<file path="config.mk">
export PLATFORM = sky130hd
export DESIGN_NAME = bin16_to_bcd4
export DESIGN_NICKNAME = d
export VERILOG_FILES = /design/src/rtl/bin16_to_bcd4_pkg.sv /design/src/rtl/bin16_to_bcd4_bcd_dabble_step.sv /design/src/rtl/bin16_to_bcd4.sv
export SDC_FILE = /design/constraint.sdc
export NUM_CORES = 1
export LEC_CHECK = 0
export ABC_AREA = 1
export ABC_CLOCK_PERIOD_IN_PS = 3500
export BUFFER_PORTS_ARGS = -buffer_cell sky130_fd_sc_hd__clkbuf_2
export CELL_PAD_IN_SITES_DETAIL_PLACEMENT = 0
export CELL_PAD_IN_SITES_GLOBAL_PLACEMENT = 1
export CORE_MARGIN = 8
export CORE_UTILIZATION = 40
export DETAILED_ROUTE_END_ITERATION = 7
export HOLD_SLACK_MARGIN = 0.02
export PLACE_DENSITY = 0.81
export SLEW_MARGIN = 30
export SYNTH_ARGS = -nofsm -noshare
export SYNTH_HDL_FRONTEND = slang
export SYNTH_SLANG_ARGS = --single-unit
export TNS_END_PERCENT = 20
</file>
<file path="constraint.sdc">
create_clock -name clk -period 3.5 [get_ports clk]
set_input_delay 0.35 -clock clk [delete_from_list [all_inputs] [get_ports clk]]
set_output_delay 0.35 -clock clk [all_outputs]
set_load 0.02 [all_outputs]
</file>
<file path="src/rtl/bin16_to_bcd4_pkg.sv">
// Shared definitions for the sequential binary-to-BCD converter.
package bin16_to_bcd4_pkg;

    typedef enum logic [1:0] {
        ST_IDLE   = 2'd0,
        ST_CONV   = 2'd1,
        ST_COMMIT = 2'd2
    } state_t;

    localparam int          BCD_DIGITS = 5;
    localparam int          BCD_W      = 4 * BCD_DIGITS;
    localparam int          BIN_W      = 16;
    localparam int          ITERS      = 16;
    localparam int          CNT_W      = 4;
    localparam logic [15:0] SAT_VALUE  = 16'h9999;

endpackage

</file>
<file path="src/rtl/bin16_to_bcd4_bcd_dabble_step.sv">
// One double-dabble correction: every BCD digit of 5 or more gets +3 before the shift.
module bcd_dabble_step
    import bin16_to_bcd4_pkg::*;
(
    input  logic [BCD_W-1:0] bcd_i,
    output logic [BCD_W-1:0] bcd_o
);

    always_comb begin
        bcd_o = bcd_i;
        for (int i = 0; i < BCD_DIGITS; i++) begin
            if (bcd_i[i*4 +: 4] >= 4'd5) begin
                bcd_o[i*4 +: 4] = bcd_i[i*4 +: 4] + 4'd3;
            end
        end
    end

endmodule

</file>
<file path="src/rtl/bin16_to_bcd4.sv">
// Sequential 16-bit binary to 4-digit BCD converter, one double-dabble bit per clock.
// Handshake: a transfer happens on a posedge where in_valid && in_ready; in_ready is
// high only while idle and not presenting a fresh result, so the next transfer is at
// least 18 cycles after the previous one. out_valid is a one-cycle pulse per result.
module bin16_to_bcd4
    import bin16_to_bcd4_pkg::*;
#(
    parameter bit SIGNED = 1'b0,
    parameter int DP_POS = 0,
    parameter bit DP_EN  = 1'b0
) (
    input  logic        clk,
    input  logic        rst_n,
    input  logic        in_valid,
    input  logic [15:0] in_data,
    output logic        in_ready,
    output logic [15:0] digits,
    output logic [1:0]  ones_place,
    output logic        dp_en,
    output logic        neg,
    output logic        ovf,
    output logic        out_valid,
    output state_t      dbg_state
);

    state_t             state_q, state_d;
    logic [CNT_W-1:0]   cnt_q, cnt_d;
    logic [BCD_W-1:0]   bcd_q, bcd_d;
    logic [BIN_W-1:0]   mag_q, mag_d;
    logic               sign_q, sign_d;
    logic [15:0]        digits_q, digits_d;
    logic               neg_q, neg_d;
    logic               ovf_q, ovf_d;
    logic               out_valid_q, out_valid_d;

    logic [BCD_W-1:0]       bcd_adj;
    logic [BCD_W+BIN_W-1:0] shifted;
    logic                   in_neg;

    bcd_dabble_step u_step (
        .bcd_i (bcd_q),
        .bcd_o (bcd_adj)
    );

    assign shifted = {bcd_adj, mag_q} << 1;
    assign in_neg  = SIGNED && in_data[15];

    always_comb begin
        state_d     = state_q;
        cnt_d       = cnt_q;
        bcd_d       = bcd_q;
        mag_d       = mag_q;
        sign_d      = sign_q;
        digits_d    = digits_q;
        neg_d       = neg_q;
        ovf_d       = ovf_q;
        out_valid_d = 1'b0;
        unique case (state_q)
            ST_IDLE: begin
                if (in_valid && in_ready) begin
                    sign_d  = in_neg;
                    mag_d   = in_neg ? (~in_data) + 16'd1 : in_data;
                    bcd_d   = '0;
                    cnt_d   = '0;
                    state_d = ST_CONV;
                end
            end
            ST_CONV: begin
                bcd_d = shifted[BCD_W+BIN_W-1:BIN_W];
                mag_d = shifted[BIN_W-1:0];
                cnt_d = cnt_q + 1'b1;
                if (cnt_q == CNT_W'(ITERS - 1)) begin
                    state_d = ST_COMMIT;
                end
            end
            ST_COMMIT: begin
                // A nonzero fifth digit means the magnitude exceeds the display range.
                if (bcd_q[BCD_W-1:16] != '0) begin
                    digits_d = SAT_VALUE;
                    ovf_d    = 1'b1;
                end else begin
                    digits_d = bcd_q[15:0];
                    ovf_d    = 1'b0;
                end
                neg_d       = sign_q;
                out_valid_d = 1'b1;
                state_d     = ST_IDLE;
            end
            default: state_d = ST_IDLE;
        endcase
    end

    always_ff @(posedge clk or negedge rst_n) begin
        if (!rst_n) begin
            state_q     <= ST_IDLE;
            cnt_q       <= '0;
            bcd_q       <= '0;
            mag_q       <= '0;
            sign_q      <= 1'b0;
            digits_q    <= '0;
            neg_q       <= 1'b0;
            ovf_q       <= 1'b0;
            out_valid_q <= 1'b0;
        end else begin
            state_q     <= state_d;
            cnt_q       <= cnt_d;
            bcd_q       <= bcd_d;
            mag_q       <= mag_d;
            sign_q      <= sign_d;
            digits_q    <= digits_d;
            neg_q       <= neg_d;
            ovf_q       <= ovf_d;
            out_valid_q <= out_valid_d;
        end
    end

    assign in_ready   = (state_q == ST_IDLE) && !out_valid_q;
    assign digits     = digits_q;
    assign neg        = neg_q;
    assign ovf        = ovf_q;
    assign out_valid  = out_valid_q;
    assign ones_place = 2'(DP_POS);
    assign dp_en      = DP_EN;
    assign dbg_state  = state_q;

endmodule

</file>
==> flow_summary_export.csv <==
group,metric,value,unit
timing,fin_setup_tns,0,ps
worst_setup_path,crit_start,"dbg_state[0]$_DFFE_PN0P_",
power,irDropWorstVdd,0.3691,mV
route,ant_nets,0,
worst_setup_path,r2r_start,"dbg_state[0]$_DFFE_PN0P_",
cells_and_area,fin_nets,462,
worst_setup_path,cp_max_fo,39,
timing,relSlewSlack,0.6057,
power,finalPower,3286,µW
global_route,grt_pass1_vias,2531,
logic_synthesis,ys.flop_type,"dfrtp_1",
worst_setup_path,crit_type,"reg2reg",
route,dr.pass1.iters,4,
clock_tree,numCtsBuffers,9,
flow_run,max-cap-violations,0,
timing,period_needed,1899,ps
cells_and_area,n_antenna_cell,0,
power,p_per_area,921.6,nW/µm²
route,dr_total_vias,2636,
clock_tree,cts_buffer_depth,2,
worst_setup_path,endpoint_kind,"flip-flop",
route,via_per_inst,4.900,
floorplan,die_area,10950,µm²
clock_tree,hold_buffers,0,
clock_tree,cts_setup_buffers,0,
worst_setup_path,critPathRequiredTime,3770,ps
global_route,grt_max_degree,42,
logic_synthesis,synth_area_per_cell,7.977,µm²
logic_synthesis,ys_seq_elements,60,
logic_synthesis,async_flop_share,1.000,
worst_setup_path,rrSetupSlack,1600,ps
floorplan,die_x,104.6,µm
timing,tightest_slew,591.5,ps
clock_tree,cts_sinks,60,
floorplan,fp.coreArea,7687,µm²
cells_and_area,drive_gt1_frac,0.1537,
timing,rsz0062_at_grt,"false",
timing,maxSlewViolCount,0,
clock_tree,clk_pin_slew,70,ps
timing,setup_viol,0,
worst_setup_path,worstSetupStartpointType,"flip-flop",
global_route,grt_antenna_before_repair,0,
timing,clock_skew,9.084,ps
logic_synthesis,ys_types,23,
logic_synthesis,synth_seq_area_share,0.4777,
global_route,grt_first_pass_wirelength,11.89,mm
route,drtIter0Drc,132,
hold_path,hold_class,"in2async",
logic_synthesis,syn_area,3143,µm²
placed_design,port_buffers,39,
route,wl_per_cell,12.75,µm
clock_tree,root_buffer,"clkbuf_8",
logic_synthesis,synth.yosys.warnings,0,
placed_design,gp_congestion,0.7642,
power,power_leakage,0.001876,µW
floorplan,rows,32,
global_route,grt_overflow,0,
clock_tree,tritoncts,"built",
floorplan,start_util,0.4089,
cells_and_area,syn2layout_area_growth,13.46,%
timing,fmax,526.5,MHz
worst_setup_path,reg2reg_depth,9,
clock_tree,clk_latency,340,ps
placed_design,hpwl,4.590,mm
floorplan,die_y,104.6,µm
placed_design,dpl_cell_area,3364,µm²
timing,post-route-period-util,0.5427,
run_status,outcome,"finished clean",
floorplan,ioPinCount,44,
worst_setup_path,r2r_end,"mag_q[9]$_DFFE_PN0P_",
logic_synthesis,synth-edff-count,0,
worst_setup_path,cp-endpoint,"mag_q[9]$_DFFE_PN0P_",
route,drc,0,
clock_tree,h-tree-depth,3,
worst_setup_path,critPathArrivalTime,2170,ps
global_route,grt_usage,0.1299,
logic_synthesis,synthCells,394,
route,wl,6.858,mm
clock_tree,post_cts_resized,0,
cells_and_area,design_area,3566,µm²
timing,hold_viol,0,
cell usage after synthesis, types with 3 or more instances:
master	instances	area (µm²)
nand4_1	11	68.82
dfrtp_1	60	1501
nand2_1	152	570.6
buf_2	8	40.04
o21ai_0	26	130.1
nor2_1	3	11.26
nand3_1	61	305.3
a31oi_1	3	18.77
o21bai_1	4	30.03
inv_1	24	90.09
buf_6	5	56.30
o211ai_1	5	37.54
buf_4	6	45.04
inv_2	4	15.01
ha_1	12	150.1
worst max-delay path, cell delays in order, from the launching register on:
cell	delay, ps
dfrtp_1	430
inv_2	110
nor2_4	30
buf_4	260
inv_2	310
buf_4	380
nand2_1	100
nand2_1	70
nand2_1	50
nand2_1	80
cell type report:
cell class | instances | area, µm²
tap | 102 | 127.6
fill | 784 | 4121
inverter | 28 | 105.1
multi-input combinational | 289 | 1403
clock buffer | 11 | 151.4
sequential | 60 | 1501
timing repair buffer | 43 | 227.7
clock inverter | 5 | 50.05
sequential cells by signal (all words and copies together), names as in the netlist:
register and count:
bcd_q 20, digits 16, mag_q 16, cnt_q 4
dbg_state 2, out_valid 1, ovf 1
report_power, final:
part,internal [µW],switching (µW)
clock,362,268
sequential,977,224
combinational,512,943
total,1850,1430
cell usage in the layout (no fill, tap or decap), drive strengths merged:
cell type and count:
nand2 153, nand3 61, dfrtp 60, clkbuf 50
inv 28, o21ai 27, ha 12, nand4 12
o211ai 5, nor2 5, o21bai 4, conb 4
clkinv 4, buf 4, a31oi 3, nor3 2
xnor2 1, bufinv 1
metal layers:
metal  wire [µm]  vias to the layer above  GRT usage
li1            -                     1355          -
met1        3190                     1229     0.1619
met2        3199                       45     0.2013
met3         377                        7    0.04177
met4          91                        0    0.05912
met5           0                        -          0
how the worst min path moves through the flow:
stage                                     start                    end  cells past startpoint
after floorplan                           rst_n   bcd_q[0]$_DFFE_PN0P_                      0
after global placement    digits[9]$_DFFE_PN0P_  digits[9]$_DFFE_PN0P_                      2
final                                     rst_n   bcd_q[5]$_DFFE_PN0P_                      1
after detailed placement                  rst_n  digits[2]$_DFFE_PN0P_                      1
after CTS                                 rst_n   bcd_q[4]$_DFFE_PN0P_                      1
after global routing                      rst_n   bcd_q[5]$_DFFE_PN0P_                      1
cells by family (layout without fill, tap and decap cells):
family / after synthesis / after routing / share of synthesized area
AOI/OAI and AO/OA: 39 / 39 / 0.07046
adders and majority gates: 12 / 12 / 0.04777
DFF: 60 / 60 / 0.4777
and+or+nand+nor: 233 / 233 / 0.3205
xor gates and xnor gates: 1 / 1 / 0.002787
buffers and inverters: 48 / 87 / 0.07961
other: 1 / 4 / 0.001193
per-stage QoR:
step                utilization  std cells  setup slack [ps]  hold WS, ps
finish                   0.4639        538              1601        35.24
global route             0.4639        538              1418        69.75
CTS                      0.4639        538              1572        57.55
detailed placement       0.4377        522              1573        421.7
global placement         0.4373        522              1592        465.0
floorplan                     -        397              2070        54.41
(Power assumes the default switching activity.)
